File: config.mk
export PLATFORM = sky130hd
export DESIGN_NAME = stopwatch_key_ctrl
export DESIGN_NICKNAME = d
export VERILOG_FILES = /design/src/rtl/stopwatch_pkg.sv /design/src/rtl/key_debounce.sv /design/src/rtl/stopwatch_key_ctrl.sv
export SDC_FILE = /design/constraint.sdc
export NUM_CORES = 1
export LEC_CHECK = 0
export ABC_AREA = 1
export CORE_MARGIN = 3
export CORE_UTILIZATION = 35
export CTS_CLUSTER_DIAMETER = 40
export CTS_CLUSTER_SIZE = 10
export DETAILED_ROUTE_END_ITERATION = 8
export GPL_TIMING_DRIVEN = 0
export PLACE_DENSITY = 0.51
export SYNTH_ARGS = -nofsm -noshare
export SYNTH_HDL_FRONTEND = slang
export SYNTH_SLANG_ARGS = --single-unit
File: constraint.sdc
create_clock -name clk -period 8.1 [get_ports clk]
set_input_delay 1.215 -clock clk [delete_from_list [all_inputs] [get_ports clk]]
set_output_delay 1.215 -clock clk [all_outputs]
set_load 0.02 [all_outputs]
File: src/rtl/stopwatch_pkg.sv
// Shared stopwatch definitions: controller state encodings, reused by the display logic.
package stopwatch_pkg;

    localparam int STATE_W = 2;

    typedef enum logic [STATE_W-1:0] {
        IDLE  = 2'd0,
        RUN   = 2'd1,
        PAUSE = 2'd2,
        STOP  = 2'd3
    } state_e;

endpackage

File: src/rtl/key_debounce.sv
// One push-button path: 2-FF synchroniser, polarity normalisation, counter debounce
// and a one-cycle press pulse on the debounced 0->1 transition.
module key_debounce #(
    parameter int DEBOUNCE_CYCLES = 500000,
    parameter bit KEY_ACTIVE_LOW  = 1'b1
) (
    input  logic clk,
    input  logic rst,
    input  logic key_raw,
    output logic level,
    output logic press
);

    localparam int                CNT_W   = $clog2(DEBOUNCE_CYCLES + 1);
    localparam logic [CNT_W-1:0]  CNT_MAX = CNT_W'(DEBOUNCE_CYCLES);

    logic             sync_q1;
    logic             sync_q2;
    logic             key_now;
    logic [CNT_W-1:0] cnt_q;

    // Synchroniser flops reset to the raw "released" level so reset release never looks like a press.
    always_ff @(posedge clk or posedge rst) begin
        if (rst) begin
            sync_q1 <= KEY_ACTIVE_LOW;
            sync_q2 <= KEY_ACTIVE_LOW;
        end else begin
            // NOTE: sequential state uses non-blocking assignments so every flop samples pre-edge values.
            sync_q1 <= key_raw;
            sync_q2 <= sync_q1;
        end
    end

    assign key_now = sync_q2 ^ KEY_ACTIVE_LOW;

    always_ff @(posedge clk or posedge rst) begin
        if (rst) begin
            cnt_q <= '0;
            level <= 1'b0;
            press <= 1'b0;
        end else begin
            press <= key_now && !level && (cnt_q == CNT_MAX);
            if (key_now == level) begin
                cnt_q <= '0;
            end else if (cnt_q == CNT_MAX) begin
                level <= key_now;
                cnt_q <= '0;
            end else begin
                cnt_q <= cnt_q + 1'b1;
            end
        end
    end

endmodule

File: src/rtl/stopwatch_key_ctrl.sv
// Stopwatch control front end: three debounced keys plus a start-key long press drive
// a four-state FSM producing registered count-enable, clear and preset-load controls.
module stopwatch_key_ctrl
    import stopwatch_pkg::*;
#(
    parameter int DEBOUNCE_CYCLES   = 500000,
    parameter int LONG_PRESS_CYCLES = 100000000,
    parameter bit KEY_ACTIVE_LOW    = 1'b1
) (
    input  logic               clk,
    input  logic               rst,
    input  logic               key_start,
    input  logic               key_pause,
    input  logic               key_load,
    output logic               cnt_en,
    output logic               cnt_clr,
    output logic               cnt_load,
    output logic [STATE_W-1:0] state
);

    localparam int                HOLD_W    = $clog2(LONG_PRESS_CYCLES + 1);
    localparam logic [HOLD_W-1:0] HOLD_MAX  = HOLD_W'(LONG_PRESS_CYCLES);
    localparam logic [HOLD_W-1:0] HOLD_LAST = HOLD_W'(LONG_PRESS_CYCLES - 1);

    logic start_level, pause_level, load_level;
    logic start_press, pause_press, load_press;
    logic [1:0] unused_levels;

    key_debounce #(.DEBOUNCE_CYCLES(DEBOUNCE_CYCLES), .KEY_ACTIVE_LOW(KEY_ACTIVE_LOW)) u_start (
        .clk(clk), .rst(rst), .key_raw(key_start), .level(start_level), .press(start_press)
    );
    key_debounce #(.DEBOUNCE_CYCLES(DEBOUNCE_CYCLES), .KEY_ACTIVE_LOW(KEY_ACTIVE_LOW)) u_pause (
        .clk(clk), .rst(rst), .key_raw(key_pause), .level(pause_level), .press(pause_press)
    );
    key_debounce #(.DEBOUNCE_CYCLES(DEBOUNCE_CYCLES), .KEY_ACTIVE_LOW(KEY_ACTIVE_LOW)) u_load (
        .clk(clk), .rst(rst), .key_raw(key_load), .level(load_level), .press(load_press)
    );

    // Only the start key has a hold function; the other levels are deliberately dropped.
    assign unused_levels = {pause_level, load_level};

    logic [HOLD_W-1:0] hold_q;
    logic              long_evt;

    // Saturating hold counter; the long event fires once, on the cycle the count reaches its limit.
    always_ff @(posedge clk or posedge rst) begin
        if (rst) begin
            hold_q   <= '0;
            long_evt <= 1'b0;
        end else begin
            long_evt <= start_level && (hold_q == HOLD_LAST);
            if (!start_level) begin
                hold_q <= '0;
            end else if (hold_q != HOLD_MAX) begin
                hold_q <= hold_q + 1'b1;
            end
        end
    end

    state_e state_q, state_d;
    logic   en_d, clr_d, load_d;

    always_ff @(posedge clk or posedge rst) begin
        if (rst) begin
            state_q  <= IDLE;
            cnt_en   <= 1'b0;
            cnt_clr  <= 1'b0;
            cnt_load <= 1'b0;
        end else begin
            state_q  <= state_d;
            cnt_en   <= en_d;
            cnt_clr  <= clr_d;
            cnt_load <= load_d;
        end
    end

    // Strict event priority: long > start > pause > load; losing events are dropped.
    always_comb begin
        // NOTE: every variable gets a default first so no path can infer a latch.
        state_d = state_q;
        clr_d   = 1'b0;
        load_d  = 1'b0;
        if (long_evt) begin
            state_d = IDLE;
            clr_d   = 1'b1;
        end else if (start_press) begin
            unique case (state_q)
                IDLE:       state_d = RUN;
                RUN, PAUSE: state_d = STOP;
                STOP: begin
                    state_d = IDLE;
                    clr_d   = 1'b1;
                end
            endcase
        end else if (pause_press) begin
            case (state_q)
                RUN:     state_d = PAUSE;
                PAUSE:   state_d = RUN;
                default: state_d = state_q;
            endcase
        end else if (load_press) begin
            if (state_q == IDLE || state_q == STOP) begin
                state_d = IDLE;
                load_d  = 1'b1;
            end
        end
        en_d = (state_d == RUN);
    end

    assign state = state_q;

endmodule
# After elaboration in Yosys (flattened, before gate mapping)
# Index checks and enable logic that the tools add are counted.
word_totals:
  regBits: 102
  inputBits: 5
  wordCells: 83
  output_inout_bits: 5
classes:
  addsub: 4
  mux: 23
  reduce_logical: 16
  bitwise_logic: 6
  n_eq_ne: 13
op_table:
  columns: ["operator", "count"]
  rows:
  - ["$mux 19", 6]
  - ["$add 19x1->19 const B", 3]
  - ["$eq 19x19->1 const B", 3]
  - ["$mux 27", 2]
  - ["$add 27x1->27 const B", 1]
  - ["$eq 27x27->1 const B", 1]
  - ["$ne 27x27->1 const B", 1]
  - ["$mux 2", 5]
  - ["$mux 1", 8]
  - ["$logic_and 1x1->1", 7]
  - ["$not 1->1", 6]
  - ["$pmux 2 s3", 1]
  - ["$reduce_and 2->1", 3]
  - ["$eq 2x1->1 const B", 2]
  - ["$eq 2x2->1 const B", 2]
  - ["$pmux 2 s2", 1]
  - ["$eq 1x1->1", 3]
  - ["$logic_not 1->1", 3]
  - ["$logic_not 2->1", 1]
  - ["$ne 2x2->1 const B", 1]
  - ["$reduce_or 2->1", 1]
  - ["$logic_or 1x1->1", 1]

# Depth between registers and ports, before layout
# Gate-level depths: netlist of the first run.
logic_depth:
  depth_word: 8
  depth_mapped: 9
  depth_no_buf: 9

# Cells and area by module
# Synthesis of the first run repeated with hierarchy kept, for this count alone.
hier_totals:
  hier_cells: 857
  hier_area_um2: 6137.1
by_module_without_submodules:
  columns: ["mod", "cells_per_inst", "instances", "seq_area_each_um2", "area_each_um2"]
  rows:
  - ["stopwatch_key_ctrl", 311, 1, 825.8, 2069.5]
  - ["key_debounce at u_start", 201, 1, 578.1, 1386.3]
  - ["key_debounce at u_load", 183, 1, 578.1, 1382.6]
  - ["key_debounce at u_pause", 162, 1, 578.1, 1298.7]

# Worst setup path before layout of the first run
# No wires, ideal clock.
synth_path:
  kind: "register -> output"
  startpoint: "register state_q[0], in the netlist state[0]"
  endpoint: "output port state[0]"
  t_required_ns: 6.885
  t_arrival_ns: 0.506
  stages_incl_launch_ff: 1
  path_slack_ns: 6.379
  path_buffers: 0
  cell_sequence: "dfrtp_1"
synth_rtl:
  columns: ["item", "line", "rtl"]
  rows:
  - ["start: declaration", "stopwatch_key_ctrl.sv:60", "state_e state_q, state_d;"]
  - ["start signal: assignment", "stopwatch_key_ctrl.sv:70", "state_q <= state_d;"]
  - ["end: declaration", "stopwatch_key_ctrl.sv:18", "output logic [STATE_W-1:0] state"]
# No word-level cell between the ends.

# Final worst setup path of the first run
layout_path:
  startpoint: "register state_q[0], in the netlist state[0]"
  endpoint: "output port state[0]"
# No word-level cell between the ends.

==> run metrics, run 1 <==
Final min period 2.68 ns; clock skew ~0.0060 ns; critical path type reg2out; Top Ports 10; largest net degree at the start of global routing just over 60; Final GP Congestion 0.893; vias in the first global route roughly 4800; Post-CTS Setup Inserts 0; Max Fclk roughly 370 MHz; row cnt 46; maximum VDD drop 0.000101 V; CP cell instances clkdlybuf4s50_1; Max FO, Critical Path 7; Via-to-Cell Ratio about 4.7; DRT antenna net count 0; Pleak around 2.8 nW; htree depth 3; worst-margin pin slew roughly 0.58 ns; average routed wire per standard cell 12.0 µm; GRT overflow 0; worst rel slew slack 0.612; Final Setup Violations 0; CP startpoint kind register; initial antenna violation count 0; Sink Count a little over 100; Worst Setup End Kind output port; Yosys warning total 0; PortBufs 9; ys async rst share 1.00; clk slew on worst S/H paths about 0.060 ns; Die Area approximately 18000 µm²; post-route cell area about 6500 µm²; Core Area 16100 µm²; RSZ-0062 raised after global routing no; number of buffers created by CTS 9; final max-slew violation count 0; Gate Count Post-Synth roughly 800; Clk Tree Root Cell clkbuf_16; share of the yosys chip area belonging to registers 0.438; Placed Instance Area around 6200 µm²; Remaining DRCs 0; fillers 1680; Critical-path top delay cell clkdlybuf4s50_1; pwr/cell area between 150 and 200 nW/µm²; drt total wl approximately 12000 µm; vias 4907; ys flop type dfrtp_1; Die H 135 µm; post-cts gate resize count 0; syn avg cell area roughly 7.3 µm²; Worst path top cell family by delay buffers and inverters; first-pass GRT wire length 21600 µm; hold crit path type reg2reg; Distinct cells, synth 30; WP data required a little under 7 ns; chip width 135 µm; Final Hold Fails 0; Initial Util 0.363; Fin Setup TNS 0 ns; CTS tree yes; Post-synth EDFFs 0; clk_lat worst skew around 0.35 ns; WP data arrival 1.46 ns; status finished clean; hold-fix buffers at CTS 0; Longest Clk Path Bufs 2; crit path buf inv count 1; Pre-Repair DR Iteration Count 4; max incr delay on CP approximately 0.65 ns; max cap viols 0; Final Cycle Share 0.330; hpwl dp ~9500 µm; cell area after synthesis approximately 5800 µm²; synthesized net count between 800 and 900; diodes inserted 0; Seq cells post-synth ~100; synth-to-layout area growth 11.8%; Initial DRC Count about 230; Total GRT Usage 0.145; layout cells sized above 1 0.0676; nets@finish 843
==> final cells by class <==
cell class / instances / area, µm² / area share
buffer: 5 / 26.3 / 0.00402
clock inverter: 4 / 55.1 / 0.00842
inverter: 98 / 370 / 0.0567
multi-input combinational: 597 / 2890 / 0.442
timing repair buffer: 10 / 118 / 0.0180
sequential: 102 / 2560 / 0.392
tap: 216 / 270 / 0.0414
clock buffer: 12 / 246 / 0.0377
==> synth_stat cells, types with 3 or more instances <==
library cell  number  area share
a21oi_1           22       0.019
clkbuf_1           4      0.0026
dfrtp_1           96        0.41
dfstp_2            6       0.027
ha_1              15       0.032
inv_1             93       0.060
inv_2              5      0.0032
nand2_1          191        0.12
nand2_2            4      0.0043
nand3_1           50       0.043
nand3_2            3      0.0051
nand3b_1           7      0.0090
nand4_1           17       0.018
nor2_1           190        0.12
nor2_2             8      0.0086
nor2_4             8       0.015
nor3_1            14       0.012
nor3b_1            3      0.0039
o21ai_0           20       0.017
o21ai_1            5      0.0043
o21bai_1           3      0.0039
xnor2_1            5      0.0075
xor2_1            23       0.034
==> stage by stage <==
| step | hold WS, ns | utilization | power, W | std cells | worst slack, ns |
|---|---|---|---|---|---|
| after detailed placement | 0.347 | 0.387 | 0.000564 | 1028 | 5.64 |
| final | 0.356 | 0.406 | 0.000999 | 1044 | 5.42 |
| after CTS | 0.357 | 0.406 | 0.00102 | 1044 | 5.40 |
| after global placement | 0.346 | 0.385 | 0.000561 | 1027 | 2.53 |
| after global routing | 0.358 | 0.406 | 0.00104 | 1044 | 5.38 |
| after floorplan | 0.345 | - | 0.000551 | 802 | 4.22 |
==> path summary, 6_finish.rpt <==
check,startpoint,endpoint,slack [ns],depth (start not counted)
min reg2reg,u_pause.sync_q1$_DFF_PP1_,u_pause.sync_q2$_DFF_PP1_,0.36,0
max,state[0]$_DFF_PP0_,state[0],5.42,1
max in group asynchronous,rst,u_pause.sync_q1$_DFF_PP1_,6.08,3
min,u_pause.sync_q1$_DFF_PP1_,u_pause.sync_q2$_DFF_PP1_,0.36,0
max reg2reg,u_start.level$_DFFE_PP0P_,u_start.cnt_q[14]$_DFF_PP0_,6.23,6
min in group asynchronous,rst,u_start.cnt_q[15]$_DFF_PP0_,1.27,2
==> per-layer routing <==
layer / up-vias / share of wire / track usage
li1: 2550 / - / -
met1: 2288 / 0.49 / 0.186
met2: 50 / 0.47 / 0.244
met3: 19 / 0.024 / 0.0312
met4: 0 / 0.019 / 0.0510
met5: - / 0 / 0
==> report_power, final <==
group	leakage, nW	switching (W)	internal, W
Clock	0.149	0.000195	0.000251
Combinational	1.26	0.0000234	0.00000992
Sequential	1.40	0.00000380	0.000515
Total	2.81	0.000223	0.000776
==> cells in the final DEF, fill, tap and decap left out, drive strengths merged, types with 5 or more instances in the layout <==
master,count
nor3,15
nand4,17
inv,100
dfrtp,96
nand3b,7
clkdlybuf4s50,9
a21oi,22
nand2,197
xor2,23
nor2,206
xnor2,5
ha,15
nand3,53
dfstp,6
clkbuf,16
o21ai,25
==> registers in the layout, summed over array words and instances, names as in the netlist <==
| register | cells |
|---|---|
| hold_q | 27 |
| u_load.cnt_q | 19 |
| u_pause.cnt_q | 19 |
| u_start.cnt_q | 19 |
| state | 2 |
| cnt_clr | 1 |
| cnt_en | 1 |
| cnt_load | 1 |
| long_evt | 1 |
| u_load.level | 1 |
| u_load.press | 1 |
| u_load.sync_q1 | 1 |
| u_load.sync_q2 | 1 |
| u_pause.level | 1 |
| u_pause.press | 1 |
| u_pause.sync_q1 | 1 |
| u_pause.sync_q2 | 1 |
| u_start.level | 1 |
| u_start.press | 1 |
| u_start.sync_q1 | 1 |
| u_start.sync_q2 | 1 |
==> logic make-up (layout without fill, tap and decap cells) <==
group | Yosys count | in the layout | synth area share
adders and majority gates | 15 | 15 | 0.0321
buffers and inverters | 103 | 129 | 0.0675
AOI/OAI and AO/OA | 51 | 51 | 0.0454
and+or+nand+nor | 503 | 503 | 0.375
DFF | 102 | 102 | 0.438
xor gates and xnor gates | 28 | 28 | 0.0420
(Power assumes the default switching activity.)
==> run 2: changes to the inputs <==
==> constraint.sdc (replaced) <==
create_clock -name clk -period 2.6 [get_ports clk]
set_input_delay 0.39 -clock clk [delete_from_list [all_inputs] [get_ports clk]]
set_output_delay 0.39 -clock clk [all_outputs]
set_load 0.02 [all_outputs]
==> run 2 against run 1 <==
Core utilization is 0.16 points higher; clock-buffer cell count is 1 higher; first-iteration DRC count is 33% higher; sequential share of layout area is 0.16 points lower; worst hold slack better by 0.0026 ns; die area stayed put; setup slack worse by 4.7 ns; total power grew to 3.1 times the previous value; register-to-register slack worse by 5.5 ns; final area is 0.40% higher; sequential power grew to 3.1 times the previous value; largest cell class unchanged; largest power group unchanged.
==> run metrics, run 2 (synthesized netlist as in run 1, its figures left out) <==
row cnt 46 (unchanged); status finished clean; Final GP Congestion 0.865 (-3.2%); pwr/cell area 474 nW/µm² (+210%); DRT antenna net count 0 (unchanged); Initial Util 0.363 (unchanged); Via-to-Cell Ratio 4.67 (-0.56%); Final min period ~1.9 ns; worst-margin pin slew 0.547 ns (-0.0350 ns); DRT met1 WL 6390 µm (+4.8%); Pre-Repair DR Iteration Count 6 (+2); CP startpoint kind register; Longest Clk Path Bufs 2 (unchanged); DR WL met3 408 µm (+34%); critical path type reg2reg; Final Hold Fails 0 (unchanged); Total GRT Usage 0.147 (+0.00146); diodes inserted 0 (unchanged); RSZ-0062 raised after global routing no; Routed met2 length 5560 µm (-5.2%); initial antenna violation count 0 (unchanged); Top Ports 10 (unchanged); Fin Hold WS 0.359 ns (+0.00260 ns); R2R setup slack 0.73 ns (-5.50 ns); Critical-path top delay cell dfrtp_1; PortBufs 9 (unchanged); Hold Path Cell Cnt 0 (unchanged); vias in the first global route 4565 (-4.5%); Clk Tree Root Cell clkbuf_16; Die Area 18300 µm² (unchanged); largest net degree at the start of global routing 30 (-51%); Core Area 16100 µm² (unchanged); hold crit path type reg2reg; Remaining DRCs 0 (unchanged); R2R cell count 6 (unchanged); crit path buf inv count 2 (+1); Post-CTS Setup Inserts 0 (unchanged); nets@finish 845 (+0.24%); CTS tree yes; Max Used Layer met4; max reg flops 27 (unchanged); commonest non-fill, non-tap cell in the layout nand2_1; maximum VDD drop 0.000315 V (+210%); worst rel slew slack 0.632 (+0.0205); hpwl dp 9270 µm (-2.0%); Final Setup Violations 0 (unchanged); fillers 1677 (-0.18%); crit path from u_start.level$_DFFE_PP0P_; Max Fclk approximately 530 MHz; hold wc startpoint u_pause.sync_q1$_DFF_PP1_; Non-Filler Instances 1046 (+0.19%); r2r endpoint u_start.cnt_q[14]$_DFF_PP0_; post-route cell area 6560 µm² (+0.40%); Die H 135 µm (unchanged); Reg with most FFs hold_q; clk slew on worst S/H paths 0.07 ns (about the same); Endpoint, Worst Hold u_pause.sync_q2$_DFF_PP1_; GRT overflow 0 (unchanged); number of buffers created by CTS 9 (unchanged); chip width 135 µm (unchanged); layout cells sized above 1 0.0687 (+0.00104); post-cts gate resize count 0 (unchanged); final max-slew violation count 0 (unchanged); max cap viols 0 (unchanged); Sink Count 102 (unchanged); average routed wire per standard cell 12.0 µm (about the same); first-pass GRT wire length 21600 µm (about the same); Initial DRC Count 304 (+33%); Final Cycle Share 0.719; Pleak 2.81 nW (+0.21%); synth-to-layout area growth 12.3%; hold-fix buffers at CTS 0 (unchanged); drt total wl 12500 µm (+0.14%); FF-to-FF Start u_start.level$_DFFE_PP0P_; Worst path top cell family by delay buffers and inverters; Worst Setup End Kind register; WP data required 2.89 ns (-3.99 ns); most frequent cells in the layout nand2_1, nor2_1, dfrtp_1; CP cell instances inv_2, ha_1, clkbuf_1, a21oi_1, nand2_1, nor2_1; Placed Instance Area 6270 µm² (+0.54%); vias 4889 (-0.37%); clk_lat worst skew 0.35 ns (about the same); post-placement cell count 1030 (+0.19%); overall power 0.00311 W (+210%); htree depth 3 (unchanged); clock skew 0.00461 ns (-0.00143 ns); max incr delay on CP 0.43 ns (-0.22 ns); Max FO, Critical Path 10 (+3); WP data arrival 2.16 ns (+0.70 ns); final core occ 0.407 (+0.00163)
-- run 2: metal layers --
| metal | GRT usage | vias up |
|---|---|---|
| met2 | 0.224 | 67 |
| met1 | 0.206 | 2255 |
| li1 | - | 2556 |
| met3 | 0.0390 | 11 |
| met5 | 0 | - |
| met4 | 0.0442 | 0 |
-- run 2: layout make-up --
cell class | count | area [µm²] | share of cell area
Buffer | 5 | 26.3 | 0.00400
Clock buffer | 13 | 250 | 0.0381
Clock inverter | 3 | 43.8 | 0.00667
Inverter | 98 | 372 | 0.0566
Multi-Input combinational cell | 597 | 2890 | 0.440
Sequential cell | 102 | 2560 | 0.390
Tap cell | 216 | 270 | 0.0412
Timing Repair Buffer | 12 | 150 | 0.0229
-- run 2: how the worst max path moves through the flow --
stage / endpoint / slack (ns) / depth (start not counted)
3_5_place_dp: u_pause.cnt_q[17]$_DFF_PP0_ / 0.72 / 6
4_1_cts: u_pause.cnt_q[17]$_DFF_PP0_ / 0.70 / 6
3_3_place_gp: u_start.cnt_q[17]$_DFF_PP0_ / -0.15 / 2
5_1_grt: u_start.cnt_q[15]$_DFF_PP0_ / 0.56 / 6
2_1_floorplan: cnt_clr$_DFF_PP0_ / 1.0 / 1
6_report: u_start.cnt_q[14]$_DFF_PP0_ / 0.73 / 6
-- run 2: through the flow --
stage                     setup slack, ns  TNS (ns)
final                               0.730         0
after global routing                0.559         0
after CTS                           0.703         0
after detailed placement            0.720         0
after global placement             -0.149    -13.48
after floorplan                     0.997         0
-- run 2: power by group --
group / switching, W / internal [W] / total [W] / leakage [nW]
Sequential: 0.0000119 / 0.00161 / 0.00162 / 1.40
Clock: 0.000607 / 0.000775 / 0.00138 / 0.144
Combinational: 0.0000742 / 0.0000357 / 0.000110 / 1.27
